## config.mk

```make
export PLATFORM = sky130hd
export DESIGN_NAME = simplez_io
export DESIGN_NICKNAME = d
export VERILOG_FILES = /design/src/rtl/simplez_io.sv
export SDC_FILE = /design/constraint.sdc
export NUM_CORES = 1
export LEC_CHECK = 0
export CAP_MARGIN = 25
export CORE_MARGIN = 10
export CORE_UTILIZATION = 45
export CTS_CLUSTER_DIAMETER = 60
export DETAILED_ROUTE_END_ITERATION = 10
export PLACE_DENSITY = 0.83
export SETUP_SLACK_MARGIN = 0.5
export SLEW_MARGIN = 20
export SYNTH_ARGS = -nofsm -noshare
export SYNTH_HDL_FRONTEND = slang
export SYNTH_SLANG_ARGS = --single-unit
```

## constraint.sdc

```tcl
create_clock -name clk -period 2.25 [get_ports clk]
set_input_delay 0.225 -clock clk [delete_from_list [all_inputs] [get_ports clk]]
set_output_delay 0.225 -clock clk [all_outputs]
set_load 0.05 [all_outputs]
```

## src/rtl/simplez_io.sv

```systemverilog
// simplez_io: memory-mapped I/O block occupying addresses 508..511 of the
// Simplez bus. Provides a 4-bit LED register and an 8N1 serial transmitter
// with a status word (ready, sticky overrun). All state changes on negedge clk.
module simplez_io #(
    parameter int DATAW    = 12,
    parameter int ADDRW    = 9,
    parameter int BAUD_DIV = 104
) (
    input  logic             clk,
    input  logic             rstn,
    input  logic [ADDRW-1:0] addr,
    input  logic             rd,
    input  logic             wr,
    input  logic [DATAW-1:0] data_in,
    output logic [DATAW-1:0] data_out,
    output logic             sel,
    output logic [3:0]       leds,
    output logic             tx
);

    localparam int         CNTW      = (BAUD_DIV > 2) ? $clog2(BAUD_DIV) : 1;
    localparam logic [CNTW-1:0] BAUD_LAST = CNTW'(BAUD_DIV - 1);

    localparam logic [1:0] OFS_LEDS   = 2'd0;
    localparam logic [1:0] OFS_STATUS = 2'd1;
    localparam logic [1:0] OFS_TXDATA = 2'd2;

    typedef enum logic [1:0] {
        S_IDLE,
        S_START,
        S_DATA,
        S_STOP
    } tx_state_t;

    tx_state_t        r_state;
    logic [CNTW-1:0]  r_baud_cnt;
    logic [2:0]       r_bit_idx;
    logic [7:0]       r_shift;
    logic             r_tx;
    logic [3:0]       r_leds;
    logic [DATAW-1:0] r_data_out;
    logic             r_overrun;

    logic             w_ready;
    logic             w_wr_leds;
    logic             w_wr_tx;
    logic             w_tx_accept;
    logic             w_overrun_set;
    logic             w_rd_status;
    logic             w_baud_last;
    logic [DATAW-1:0] w_rd_data;
    logic             w_unused;

    // Top four words of the address space belong to this block.
    assign sel = &addr[ADDRW-1:2];

    assign w_ready       = (r_state == S_IDLE);
    assign w_wr_leds     = wr & sel & (addr[1:0] == OFS_LEDS);
    assign w_wr_tx       = wr & sel & (addr[1:0] == OFS_TXDATA);
    assign w_tx_accept   = w_wr_tx & w_ready;
    assign w_overrun_set = w_wr_tx & ~w_ready;
    assign w_rd_status   = rd & sel & (addr[1:0] == OFS_STATUS);
    assign w_baud_last   = (r_baud_cnt == BAUD_LAST);

    // Upper write-data bits have no destination in this block.
    assign w_unused = &{1'b0, data_in[DATAW-1:8]};

    // Read mux: value presented to data_out on a read edge.
    always_comb begin
        // NOTE: default first so every path assigns w_rd_data and no latch is inferred.
        w_rd_data = '0;
        if (sel) begin
            case (addr[1:0])
                OFS_LEDS:   w_rd_data[3:0] = r_leds;
                OFS_STATUS: w_rd_data[1:0] = {r_overrun | w_overrun_set, w_ready};
                default:    ;
            endcase
        end
    end

    // Bus-side registers: LED latch, read-data latch and sticky overrun flag.
    always_ff @(negedge clk) begin
        if (!rstn) begin
            r_leds     <= 4'h0;
            r_data_out <= '0;
            r_overrun  <= 1'b0;
        end else begin
            // NOTE: non-blocking updates make a same-edge read return the pre-write value.
            if (w_wr_leds) begin
                r_leds <= data_in[3:0];
            end
            if (rd) begin
                r_data_out <= w_rd_data;
            end
            if (w_overrun_set) begin
                r_overrun <= 1'b1;
            end else if (w_rd_status) begin
                r_overrun <= 1'b0;
            end
        end
    end

    // Transmit FSM: tx is registered and reflects the state being entered.
    always_ff @(negedge clk) begin
        if (!rstn) begin
            r_state    <= S_IDLE;
            r_tx       <= 1'b1;
            r_baud_cnt <= '0;
            r_bit_idx  <= 3'd0;
            r_shift    <= 8'h00;
        end else begin
            case (r_state)
                S_IDLE: begin
                    r_tx <= 1'b1;
                    if (w_tx_accept) begin
                        r_shift    <= data_in[7:0];
                        r_baud_cnt <= '0;
                        r_bit_idx  <= 3'd0;
                        r_state    <= S_START;
                        r_tx       <= 1'b0;
                    end
                end
                S_START: begin
                    if (w_baud_last) begin
                        r_baud_cnt <= '0;
                        r_bit_idx  <= 3'd0;
                        r_state    <= S_DATA;
                        r_tx       <= r_shift[0];
                    end else begin
                        r_baud_cnt <= r_baud_cnt + 1'b1;
                    end
                end
                S_DATA: begin
                    if (w_baud_last) begin
                        r_baud_cnt <= '0;
                        if (r_bit_idx == 3'd7) begin
                            r_state <= S_STOP;
                            r_tx    <= 1'b1;
                        end else begin
                            r_shift   <= r_shift >> 1;
                            r_bit_idx <= r_bit_idx + 3'd1;
                            r_tx      <= r_shift[1];
                        end
                    end else begin
                        r_baud_cnt <= r_baud_cnt + 1'b1;
                    end
                end
                S_STOP: begin
                    if (w_baud_last) begin
                        r_baud_cnt <= '0;
                        r_state    <= S_IDLE;
                    end else begin
                        r_baud_cnt <= r_baud_cnt + 1'b1;
                    end
                end
                default: begin
                    r_state <= S_IDLE;
                    r_tx    <= 1'b1;
                end
            endcase
        end
    end

    assign data_out = r_data_out;
    assign leds     = r_leds;
    assign tx       = r_tx;

endmodule

```

==> results.txt <==
----------------------------------------------------
[Logic synthesis]
  Main synth FF type ... sky130_fd_sc_hd__dfxtp_1
  Most area-hungry cell type in the Yosys netlist ... sky130_fd_sc_hd__dfxtp_1
  Mapped Avg Cell Area ... 9.13 um^2
  Proportion of synthesized flip-flops having asynchronous set or reset ... 0%
  Post-synth EDFFs ... 0
  Commonest cells in the synthesized netlist ... sky130_fd_sc_hd__dfxtp_1, sky130_fd_sc_hd__a21oi_1, sky130_fd_sc_hd__mux2i_1, sky130_fd_sc_hd__nor2_1, sky130_fd_sc_hd__nand2_1
  Leading cell type by number of instances after synthesis ... sky130_fd_sc_hd__dfxtp_1
  Number of instances in the synthesized netlist ... 191
  Count of state elements after synthesis ... 30
  Portion of synthesized cell area occupied by the leading cell type ... 34.5%
  Ys Warns ... 0
  Sequential share of the synthesized area ... 34.5%
  Dominant cells by area after synthesis ... sky130_fd_sc_hd__dfxtp_1, sky130_fd_sc_hd__mux2i_1, sky130_fd_sc_hd__ha_1
  Post-synthesis instance area ... 0.00174 mm^2
  Cell variety after synth ... 48

[Pwr]
  Peak supply drop ... 0.459 mV
  Static leakage power ... 1.17 nW
  Total power draw ... 1.45 mW
  Power per cell area ... 543 mW/mm^2

[Global routing]
  Global-route wire length before repair ... 8.36 mm
  Aggregate global-route resource usage ... 16.0%
  Pin count of the biggest net entering global routing ... 16
  Number of antenna violations at the first check in global routing ... 0
  Via count of the first global-routing pass ... 1909
  Residual overflow from global routing ... 0

[Clock tree]
  Number of levels the H-tree was split into ... 2
  Clock root cell ... sky130_fd_sc_hd__clkbuf_8
  Worst skew pair latency ... 360 ps
  Number of buffers created by CTS ... 5
  Clock tree buffer depth ... 2
  Clock-pin slew on the worst setup and hold paths ... 40 ps
  Cts hold-fix bufs ... 0
  TritonCTS clock tree ... done
  Number of clock sinks ... 30

[Floorplan]
  Number of top-level design ports ... 43
  Initial standard-cell utilization of the core ... 46.9%
  Die Span X ... 82.2 um
  Die footprint ... 0.00676 mm^2
  Die height ... 82.2 um
  Number of standard-cell rows in the floorplan ... 22
  Standard cell core area ... 0.00372 mm^2

[Timing]
  Final hold viol count ... 0
  Setup-failing EPs final ... 13
  Number of pins exceeding their max-slew limit in the final report ... 0
  Clock Skews ... 16.1 ps
  RSZ-0062 raised after global routing ... true
  Min setup slack post-route ... -53.8 ps

[Finish]
  Total Nets Final ... 313
  Area growth, synth to finish ... 53.3%
  Final core utilization ... 71.9%
  Diode count ... 0
  Proportion of layout cells with a drive suffix above 1 ... 30.7%

[Placed design]
  PortBufs ... 30
  Routability congestion estimate from global placement ... 0.870
  Post-detailed-placement half-perimeter wirelength ... 3.37 mm

[Route]
  Vias post-DR ... 1783
  Routed length per instance ... 15.4 um
  Initial DRC Count ... 96
  Drt total wl ... 5.05 mm
  Residual antenna-violating net count after detailed routing ... 0
  Iteration count of the initial detailed-routing pass ... 4
  Remaining routing DRC violations ... 0
  Vias per cell ... 5.44

[Setup path]
  Reg2Reg Depth ... 5
  Library cell contributing the largest single delay on the critical path ... sky130_fd_sc_hd__a311oi_1
  Crit Reg-Reg Startpoint ... r_baud_cnt[0]
  Worst reg2reg endpoint ... r_state[0]
  Cell family with the largest share of critical-path delay ... buffers and inverters
  Endpoint arrival time on the critical path ... 1430 ps
  Required time reported for the critical path endpoint ... 1380 ps
  Most repeated library cell on the critical path ... sky130_fd_sc_hd__buf_4
  Setup crit start kind ... primary input
  Highest fanout seen on the critical path ... 14
  CP Class ... primary input to register
  Worst-case register-to-register setup slack ... 270 ps
  Worst setup EP type ... register
  Worst path bufs/invs ... 4
  Crit path cell chain ... buf_6 -> nand3b_4 -> buf_4 -> buf_4 -> o31ai_4 -> buf_12 -> a21oi_1 -> a311oi_1
  Stage delay of the slowest cell on the critical path ... 250 ps

[Job]
  Max cap viols ... 0

[Hold path]
  End point of the worst hold path ... r_baud_cnt[6]
  Critical hold path startpoint ... r_baud_cnt[6]
  Worst hold path cell count ... 2
  Type of the tightest min-delay check ... register to register

[Outcome]
  Violations in the final reports ... negative setup slack
  Run status ... complete, but fails checks

----------------------------------------------------
## flip-flops by register name (all words and copies together), names as in the netlist
name and flops:
r_shift 8, r_baud_cnt 7, data_out 4, leds 4, r_bit_idx 3, r_state 2
r_overrun 1, tx 1
## through the flow
stage	cell area, um^2	hold slack [ps]	setup slack, ps	TNS, ps	cells
after floorplan	1830	429	-280	-2970	198
after global placement	2380	438	-767	-20210	283
after detailed placement	2380	455	-807	-21250	283
after CTS	2650	464	-84.8	-327	327
after global routing	2670	499	-119	-987	328
final	2670	463	-53.8	-249	328
## power breakdown
| group | internal (mW) | switching [mW] |
|---|---|---|
| combinational | 0.118 | 0.132 |
| clock | 0.280 | 0.374 |
| sequential | 0.539 | 0.00884 |
## final cells by class
cell class | instances | area (um^2)
clock buffers | 5 | 68.8
clock inverters | 32 | 124
fillers | 267 | 1040
inverters | 3 | 11.3
multi-input cells | 145 | 1070
flip-flops and latches | 30 | 634
well taps | 48 | 60.1
repair buffers | 65 | 699
## logic make-up after synthesis
logic type / Yosys count / share of synthesized area, %
AO/OA/AOI/OAI: 47 / 18.7
AND/OR/NAND/NOR: 64 / 22.9
adder cells (fa/ha/maj): 8 / 5.74
flip-flops: 30 / 34.5
multiplexers: 17 / 9.91
buffers and inverters: 23 / 7.61
XOR/XNOR: 1 / 0.503
other: 1 / 0.215
## routing by layer
metal / share of wire [%] / wire length [um] / GRT usage [%] / vias to the layer above
met5: 0 / 0 / 0 / -
met4: 2.5 / 128 / 9.35 / 0
met3: 6.4 / 323 / 7.78 / 12
met2: 53 / 2690 / 27.5 / 56
met1: 38 / 1900 / 15.1 / 851
li1: - / - / - / 864
## timing repair
| action | 4_1_cts | 5_1_grt |
|---|---|---|
| buffers inserted | 8 | 1 |
| endpoints found under the setup margin | 39 | 39 |
| pin swaps | 10 | 4 |
| endpoints found under the hold margin | 0 | 0 |
| resized for setup | 58 | 3 |
## layout by cell type (no fill, tap or decap), types with 3 or more instances in the layout
cell type	count
sky130_fd_sc_hd__or4_1	3
sky130_fd_sc_hd__nand3b_1	6
sky130_fd_sc_hd__dfxtp_4	9
sky130_fd_sc_hd__nand2b_1	4
sky130_fd_sc_hd__inv_1	32
sky130_fd_sc_hd__buf_4	27
sky130_fd_sc_hd__conb_1	8
sky130_fd_sc_hd__a311oi_1	7
sky130_fd_sc_hd__clkdlybuf4s50_1	8
sky130_fd_sc_hd__a21oi_1	18
sky130_fd_sc_hd__clkbuf_8	5
sky130_fd_sc_hd__ha_1	8
sky130_fd_sc_hd__nand3_1	7
sky130_fd_sc_hd__o21ai_0	3
sky130_fd_sc_hd__nand2_1	12
sky130_fd_sc_hd__buf_6	15
sky130_fd_sc_hd__mux2i_1	15
sky130_fd_sc_hd__buf_12	11
sky130_fd_sc_hd__dfxtp_1	21
sky130_fd_sc_hd__nor2_1	13
sky130_fd_sc_hd__nor2b_1	3
## how the worst max path moves through the flow
stage	start	slack (ps)	endpoint	depth (start not counted)
after floorplan	addr[0]	-280	r_state[0]	4
after global placement	wr	-770	r_baud_cnt[4]	6
after detailed placement	wr	-810	r_state[0]	5
after CTS	addr[8]	-80	r_baud_cnt[4]	6
after global routing	addr[0]	-120	r_shift[5]	8
final	addr[0]	-50	r_shift[3]	8
## worst min-delay path, cell delays in order, from the launching register on
cell                      delay [ps]
sky130_fd_sc_hd__dfxtp_1         320
sky130_fd_sc_hd__a31oi_1          40
sky130_fd_sc_hd__nor2_1           70
Note: power is estimated with default switching activity, not from simulation.
